## src/rtl/imem_fetch_ctrl.sv

```systemverilog
// ---------------------------------------------------------------------------
// imem_fetch_ctrl
// Instruction fetch sequencer for a combinational instruction memory.
// Keeps a byte PC and a 2-entry {pc, word} FIFO whose head drives the
// registered decode interface. Redirects flush the FIFO and restart fetch.
// Optional macro IMEM_FETCH_BOUND_CHECK_EN: out-of-range fetches stop the
// sequencer in a sticky FAULT state instead of wrapping the word index.
// Revision: 1.0
// ---------------------------------------------------------------------------
`default_nettype none

module imem_fetch_ctrl #(
  parameter int          IMEM_WORDS = 32,
  parameter logic [31:0] RESET_PC   = 32'h0000_0000
) (
  input  logic        clk,
  input  logic        rst_n,
  output logic [31:0] imem_addr,
  input  logic [31:0] imem_rdata,
  input  logic        redirect_valid,
  input  logic [31:0] redirect_pc,
  output logic        instr_valid,
  input  logic        instr_ready,
  output logic [31:0] instr_data,
  output logic [31:0] instr_pc,
  output logic        fetch_fault
);

  localparam logic [31:0] WORDS_U  = 32'(IMEM_WORDS);
  localparam logic [0:0]  ST_FETCH = 1'b0;
  localparam logic [0:0]  ST_FAULT = 1'b1;

  logic [0:0]  state;
  logic [0:0]  state_nxt;
  logic [31:0] pc;
  logic [1:0]  count;
  logic [31:0] tail_pc;
  logic [31:0] tail_data;
  logic        pop;
  logic        want_push;
  logic        push;
  logic        push_allowed;
  logic        out_of_range;

  // Byte-offset bits of a redirect target are architecturally ignored.
  logic unused_redirect_lsbs;
  assign unused_redirect_lsbs = ^redirect_pc[1:0];

  assign instr_valid = (count != 2'd0);
  assign pop         = instr_valid && instr_ready;

  // A fetch is attempted whenever a FIFO slot is (or becomes) free this cycle.
  assign want_push = push_allowed && !redirect_valid &&
                     ((count != 2'd2) || pop);

`ifdef IMEM_FETCH_BOUND_CHECK_EN
  assign imem_addr    = {2'b00, pc[31:2]};
  assign out_of_range = ({2'b00, pc[31:2]} >= WORDS_U);
`else
  assign imem_addr    = {2'b00, pc[31:2]} % WORDS_U;
  assign out_of_range = 1'b0;
`endif

  assign push = want_push && !out_of_range;

  // State register.
  always_ff @(posedge clk or negedge rst_n) begin
    if (!rst_n) begin
      state <= ST_FETCH;
    end else begin
      state <= state_nxt;
    end
  end

  // Next state: a redirect always resumes fetching; a blocked fetch faults.
  always_comb begin
    state_nxt = state;
    if (redirect_valid) begin
      state_nxt = ST_FETCH;
    end else if (want_push && out_of_range) begin
      state_nxt = ST_FAULT;
    end
  end

  // State-decoded outputs: fault is sticky exactly while in FAULT.
  always_comb begin
    push_allowed = (state != ST_FAULT);
`ifdef IMEM_FETCH_BOUND_CHECK_EN
    fetch_fault  = (state == ST_FAULT);
`else
    fetch_fault  = 1'b0;
`endif
  end

  // PC and FIFO update; the head entry is the registered decode output.
  always_ff @(posedge clk or negedge rst_n) begin
    if (!rst_n) begin
      pc         <= RESET_PC;
      count      <= 2'd0;
      instr_pc   <= 32'd0;
      instr_data <= 32'd0;
      tail_pc    <= 32'd0;
      tail_data  <= 32'd0;
    end else if (redirect_valid) begin
      pc    <= {redirect_pc[31:2], 2'b00};
      count <= 2'd0;
    end else begin
      if (push) begin
        pc <= pc + 32'd4;
      end
      case ({push, pop})
        2'b10: begin
          if (count == 2'd0) begin
            instr_pc   <= pc;
            instr_data <= imem_rdata;
            count      <= 2'd1;
          end else begin
            tail_pc    <= pc;
            tail_data  <= imem_rdata;
            count      <= 2'd2;
          end
        end
        2'b01: begin
          if (count == 2'd2) begin
            instr_pc   <= tail_pc;
            instr_data <= tail_data;
          end
          count <= count - 2'd1;
        end
        2'b11: begin
          if (count == 2'd2) begin
            instr_pc   <= tail_pc;
            instr_data <= tail_data;
            tail_pc    <= pc;
            tail_data  <= imem_rdata;
          end else begin
            instr_pc   <= pc;
            instr_data <= imem_rdata;
          end
        end
        default: begin
        end
      endcase
    end
  end

endmodule

`default_nettype wire

```

## config.mk

```make
export PLATFORM = sky130hd
export DESIGN_NAME = imem_fetch_ctrl
export DESIGN_NICKNAME = d
export VERILOG_FILES = /design/src/rtl/imem_fetch_ctrl.sv
export SDC_FILE = /design/constraint.sdc
export NUM_CORES = 1
export LEC_CHECK = 0
export CAP_MARGIN = 20
export CORE_ASPECT_RATIO = 1.2
export CORE_MARGIN = 5
export CORE_UTILIZATION = 46
export CTS_CLUSTER_DIAMETER = 120
export CTS_CLUSTER_SIZE = 25
export DETAILED_ROUTE_END_ITERATION = 10
export GPL_ROUTABILITY_DRIVEN = 0
export GPL_TIMING_DRIVEN = 0
export PLACE_DENSITY = 0.79
export SYNTH_ARGS = -nofsm -noshare
export SYNTH_HDL_FRONTEND = slang
export SYNTH_SLANG_ARGS = --single-unit
```

## constraint.sdc

```tcl
create_clock -name clk -period 2.2 [get_ports clk]
set_input_delay 0.44 -clock clk [delete_from_list [all_inputs] [get_ports clk]]
set_output_delay 0.44 -clock clk [all_outputs]
set_load 0.01 [all_outputs]
```

==> results.py, run 1 <==
metrics = {
    "final_layout": {
        "drive_gt1_share_pct": 18.6,
        "fin_nets": 900,
        "diodes": 0,
        "seq_area_um2": 3930,
        "multi_input_area_um2": 2970,
        "fill_cells": 1281,
        "layout.cells.non_filler": 1051,
        "synthToLayoutAreaGrowth_pct": 33.9,
    },
    "logic_synthesis": {
        "synth_ff_type": "dfrtp_1",
        "syn_area_per_cell_um2": 11.1,
        "synth_most_common_cell": "dfrtp_1",
        "yosys.area.top_type_share_pct": 54.5,
        "synthTopCellsByArea": "dfrtp_1 (54%), mux2_2 (9.7%), mux2i_1 (8.7%)",
        "synth_warnings": 0,
        "synth_top_area_cell": "dfrtp_1",
        "ys_top_cells_by_count": "dfrtp_1 (157), nand2_1 (87), o21ai_0 (73)",
        "yosysSeqAreaShare_pct": 54.5,
        "netlist_instances": 650,
        "synth.distinct_cells": 34,
        "synth-edff-count": 0,
        "ys_seq_elements": 157,
        "synth_area_um2": 7210,
        "async_flop_share_pct": 100,
    },
    "floorplanning": {
        "initial_core_util_pct": 46.5,
        "die_h_um": 147,
        "die_area_um2": 18300,
        "core_um2": 15500,
        "ios": 166,
        "rows": 50,
        "die_x_um": 124,
    },
    "sta": {
        "finalCritPeriodShare_pct": 97.6,
        "tightest_slew_ns": 0.701,
        "fmax_ghz": 0.466,
        "grt_setup_unrepaired": "false",
        "holdWs_ns": 0.0459,
        "fin_skew_ns": 0.00706,
        "finalMaxSlewViolations": 0,
        "hold_viol": 0,
        "maxSlewHeadroom_pct": 53.3,
        "layout_min_cycle_time_ns": 2.15,
        "setup_violations": 0,
    },
    "setup_path": {
        "crit_arrival_ns": 2.48,
        "cp-start-kind": "flop",
        "critPathBufInv": 0,
        "crit_path_end_kind": "flop",
        "cp_top_family": "simple AND/OR/NAND/NOR gates",
        "cp.required_ns": 2.53,
        "cp_max_fo": 12,
        "criticalPathCategory": "reg2reg",
        "crit_chain": "ha_1, nand2_1, or4b_4, or4_1, a31oi_1",
        "cpMaxStageDelayCell": "or4b_4",
        "slowest_delay_ns": 0.61,
    },
    "clock_network": {
        "worstSkewPairLatency_ns": 0.42,
        "cts_tree": "built",
        "cts_sinks": 157,
        "clk_pin_slew_worst_paths_ns": 0.06,
        "htree_levels": 4,
        "max-clock-path-buffers": 2,
        "cts_buffers": 17,
        "root_buffer": "clkbuf_16",
    },
    "grt": {
        "grt.total_usage_pct": 19.0,
        "grt_max_degree": 85,
        "grt_pass1_vias": 5499,
        "antenna_found_initial": 0,
        "grt.overflow.total": 0,
        "grt_pass1_wl_um": 28100,
    },
    "pwr": {
        "vdd_drop_max_mv": 0.470,
        "p_switching_mw": 2.33,
        "powerDensity_nw_per_um2": 935,
        "netSwitchingFraction_pct": 25.8,
        "combPwrFrac_pct": 20.9,
        "clockPowerShare_pct": 35.7,
        "seqPwrFrac_pct": 43.4,
        "total_power_mw": 9.02,
        "leakage_nw": 4.40,
        "intPower_mw": 6.70,
    },
    "route": {
        "first_iter_violations": 365,
        "via_per_inst": 5.19,
        "wl_per_cell_um": 16.5,
        "route.detailed.drc": 0,
        "drt_first_pass_iters": 4,
        "drt_wl_total_um": 17400,
        "route.vias.total": 5454,
        "ant_nets": 0,
    },
    "place": {
        "post-place-cells": 1021,
        "hpwl_um": 12300,
        "io_buffers": 135,
    },
    "run": {
        "max-cap-violations": 0,
    },
    "outcome": {
        "status": "finished clean",
    },
    "hold_path": {
        "hold_path.class": "in2async",
    },
}
==> state kept, by name, indices dropped and copies added (netlist names) <==
register and cells:
pc 30, instr_pc 31, tail_data 32, instr_data 32
tail_pc 30, count 2
==> stage by stage <==
step	setup TNS (ns)	instance area, um^2	setup WS, ns	util, %
CTS	0	9660	0.0115	62.2
floorplan	0	7310	0.154	-
detailed placement	-97.85	8950	-0.823	57.7
global route	0	9660	0.00440	62.2
finish	0	9660	0.0536	62.2
global placement	-988.23	8930	-5.71	57.5
==> cells by family after synthesis <==
kind of cell / count (synthesis) / share of synthesized area [%]
multiplexers: 125 / 18.4
AO/OA/AOI/OAI: 112 / 8.74
other: 1 / 0.0520
AND/OR/NAND/NOR: 165 / 11.1
adder cells (fa/ha/maj): 1 / 0.173
buffers and inverters: 81 / 6.05
XOR/XNOR: 8 / 0.971
flip-flops: 157 / 54.5
==> timing repair <==
item	CTS	global route
hold buffers	0	0
hold endpoints to repair	0	0
setup endpoints to repair	132	23
pin swaps	0	1
resized for setup	22	6
setup buffers	3	0
==> path summary, 6_finish.rpt <==
| path | slack (ns) | from | cells after the start | end |
|---|---|---|---|---|
| worst max-delay path | 0.05 | pc[3]$_DFFE_PN0P_ | 5 | pc[20]$_DFFE_PN0P_ |
| worst min-delay path | 0.05 | rst_n | 1 | instr_data[22]$_DFFE_PN0P_ |
| worst max register to register | 0.05 | pc[3]$_DFFE_PN0P_ | 5 | pc[20]$_DFFE_PN0P_ |
| worst min register to register | 0.47 | instr_data[17]$_DFFE_PN0P_ | 2 | instr_data[17]$_DFFE_PN0P_ |
| max in group asynchronous | 1.31 | rst_n | 2 | pc[23]$_DFFE_PN0P_ |
| min in group clk | 0.47 | instr_data[17]$_DFFE_PN0P_ | 2 | instr_data[17]$_DFFE_PN0P_ |
==> area by class of cell <==
| cell class | count | share of cell area, % |
|---|---|---|
| Buffer | 72 | 4.37 |
| Clock buffer | 21 | 4.77 |
| Clock inverter | 10 | 1.93 |
| Inverter | 5 | 0.194 |
| Multi-Input combinational cell | 439 | 30.8 |
| Sequential cell | 157 | 40.7 |
| Tap cell | 208 | 2.70 |
| Timing Repair Buffer | 139 | 14.5 |
==> placed cells by master, fill, tap and decap left out, types with 16 or more instances in the layout <==
cell,count
a31oi_1,16
buf_4,37
clkbuf_1,23
clkbuf_16,17
clkdlybuf4s50_1,133
conb_1,28
dfrtp_1,153
mux2_2,62
mux2i_1,63
nand2_1,87
nor2_1,20
o21ai_0,73
or4_1,20
==> metal layers <==
metal / up-vias / global-route usage (%) / part of all wire [%]
met5: - / 0 / 0
met4: 0 / 7.13 / 1.8
met1: 2659 / 23.7 / 42
li1: 2613 / - / -
met3: 24 / 4.22 / 4.5
met2: 158 / 32.3 / 52
==> power by group through the flow <==
stage | registers (mW) | clock network [mW] | logic (mW)
floorplan | 3.98 | 0 | 0.924
global placement | 3.93 | 0 | 1.84
detailed placement | 3.96 | 0 | 1.89
CTS | 3.91 | 3.27 | 1.93
global route | 3.99 | 3.38 | 2.06
finish | 3.92 | 3.22 | 1.89
Power figures use the tool's default switching activity.
==> run 2: changes to the inputs <==
- CORE_UTILIZATION: 46 -> 30
- PLACE_DENSITY: 0.79 -> 0.56
- SLEW_MARGIN: not set -> 0
==> run 2 against run 1 <==
Effect of this change: register-to-register slack improved by 0.05 ns; critical path depth unchanged; routed wire length rose by 8.2%; flip-flop and latch count did not move; critical path type unchanged; power shrank 0.37%; global-route usage is 4.6 points lower; sequential share of layout area shrank 0.69 points; die area rose by 49%; non-clock buffer count up 1; maximum frequency rose by 2.5%.
==> results.py, run 2 (synthesis results as in run 1) <==
metrics = {
    "sta": {
        "fin_tns_setup_ns": 0,
        "layout_setup_ws_ns": 0.105,
        "maxSlewHeadroom_pct": 61.4,
        "tightest_slew_ns": 0.578,
        "setup_violations": 0,
        "grt_setup_unrepaired": "true",
        "layout_min_cycle_time_ns": 2.09,
        "fin_skew_ns": 0.00853,
        "finalCritPeriodShare_pct": 95.2,
        "finalMaxSlewViolations": 0,
        "hold_viol": 0,
        "fmax_ghz": 0.477,
    },
    "grt": {
        "grt_pass1_vias": 5695,
        "grt_pass1_wl_um": 31000,
        "antenna_found_initial": 1,
        "grt_max_degree": 92,
        "grt.overflow.total": 0,
        "grt.total_usage_pct": 14.4,
    },
    "floorplanning": {
        "die_h_um": 180,
        "initial_core_util_pct": 30.3,
        "ios": 166,
        "die_area_um2": 27300,
        "rows": 62,
        "core_um2": 23800,
        "die_x_um": 152,
    },
    "final_layout": {
        "synthToLayoutAreaGrowth_pct": 36.2,
        "fin_area_um2": 9830,
        "layout_commonest_cell": "dfrtp_1",
        "drive_gt1_share_pct": 19.9,
        "layout.cells.non_filler": 1166,
        "fin_nets": 901,
        "largest_registers": "instr_data: 32 flops, tail_data: 32 flops, instr_pc: 31 flops",
        "layout_common_cells": "dfrtp_1 (151), clkdlybuf4s50_1 (133), nand2_1 (87), o21ai_0 (73), mux2i_1 (63)",
        "final_util_pct": 41.3,
    },
    "route": {
        "via_per_inst": 4.61,
        "wl_per_cell_um": 16.1,
        "first_iter_violations": 197,
        "drt_first_pass_iters": 4,
        "route.vias.total": 5379,
        "route.detailed.drc": 0,
        "drt_wl_total_um": 18800,
        "ant_nets": 0,
    },
    "place": {
        "dpl-instance-area_um2": 9100,
        "dp_worst_setup_slack_ns": -0.934,
        "post-place-cells": 1133,
        "hpwl_um": 13400,
        "io_buffers": 135,
    },
    "clock_network": {
        "cts_buffers": 17,
        "htree_levels": 4,
        "cts_tree": "built",
        "worstSkewPairLatency_ns": 0.42,
        "clk_pin_slew_worst_paths_ns": 0.06,
        "cts_sinks": 157,
        "max-clock-path-buffers": 2,
        "root_buffer": "clkbuf_16",
    },
    "setup_path": {
        "r2r_cells": 5,
        "crit_path_end_kind": "flop",
        "cp_max_fo": 12,
        "r2r_end": "pc[14]$_DFFE_PN0P_",
        "criticalPathCategory": "reg2reg",
        "crit_arrival_ns": 2.43,
        "cp.required_ns": 2.53,
        "cp-start-kind": "flop",
        "r2r-start": "pc[3]$_DFFE_PN0P_",
        "r2r_slack_ns": 0.11,
    },
    "pwr": {
        "vdd_drop_max_mv": 0.481,
        "clockPowerShare_pct": 35.6,
        "seqPwrFrac_pct": 43.5,
        "combPwrFrac_pct": 20.9,
        "powerDensity_nw_per_um2": 915,
        "intPower_mw": 6.59,
        "leakage_nw": 4.42,
        "netSwitchingFraction_pct": 26.6,
        "p_switching_mw": 2.40,
    },
    "hold_path": {
        "hp-start": "instr_data[12]$_DFFE_PN0P_",
        "whs_path_depth": 2,
        "hold_path.class": "reg2reg",
        "hold_end": "instr_data[12]$_DFFE_PN0P_",
    },
    "outcome": {
        "status": "finished clean",
    },
    "run": {
        "max-cap-violations": 0,
    },
}
==> run 2: metrics by stage <==
step / hold slack [ns] / power (mW)
floorplan: 0.144 / 4.90
global placement: 0.461 / 5.81
detailed placement: 0.429 / 5.87
CTS: 0.483 / 9.11
global route: 0.507 / 9.49
finish: 0.476 / 8.99
==> run 2: critical path: stages, from the launching register on <==
cell and delay, ns:
dfrtp_2 0.42, ha_1 0.17, nand2_1 0.10, or4b_4 0.61
or4_1 0.53, a31oi_1 0.17
==> run 2: power by group through the flow <==
stage / Clock [mW] / Combinational (mW) / Sequential, mW
after detailed placement: 0 / 1.91 / 3.96
after CTS: 3.28 / 1.93 / 3.91
after floorplan: 0 / 0.924 / 3.98
after global placement: 0 / 1.87 / 3.94
after global routing: 3.39 / 2.10 / 4.00
final: 3.20 / 1.88 / 3.91
==> run 2: worst max-delay path by stage <==
| stage | start | endpoint | slack [ns] | cells after the start |
|---|---|---|---|---|
| after floorplan | pc[2]$_DFFE_PN0P_ | pc[20]$_DFFE_PN0P_ | 0.15 | 6 |
| after global placement | rst_n | instr_pc[8]$_DFFE_PN0P_ | -6.20 | 1 |
| after detailed placement | instr_ready | instr_pc[14]$_DFFE_PN0P_ | -0.93 | 6 |
| after CTS | count[1]$_DFFE_PN0P_ | pc[21]$_DFFE_PN0P_ | 0.02 | 6 |
| after global routing | redirect_valid | instr_data[24]$_DFFE_PN0P_ | -0.02 | 7 |
| final | pc[3]$_DFFE_PN0P_ | pc[14]$_DFFE_PN0P_ | 0.11 | 5 |
==> run 2: cell type report <==
| class | count | area (um^2) |
|---|---|---|
| diodes | 1 | 2.50 |
| plain buffers | 74 | 443 |
| clock buffers | 19 | 453 |
| clock inverters | 13 | 185 |
| fillers | 2317 | 14000 |
| inverters | 5 | 18.8 |
| multi-input cells | 439 | 2990 |
| flip-flops and latches | 157 | 3940 |
| well taps | 320 | 400 |
| repair buffers | 138 | 1400 |
==> run 2: metal layers <==
layer	share of wire, %	global-route usage, %
met5	0	0
met4	1.8	4.78
met3	4.9	3.43
met2	49	23.4
met1	44	18.7
==> run 2: timing repair <==
| item | in CTS | in global routing |
|---|---|---|
| pin swaps | 0 | 1 |
| setup endpoints to repair | 144 | 105 |
| hold endpoints to repair | 52 | 0 |
| gates resized for setup | 29 | 17 |
| hold buffers | 1 | 0 |
| buffers inserted | 1 | 0 |
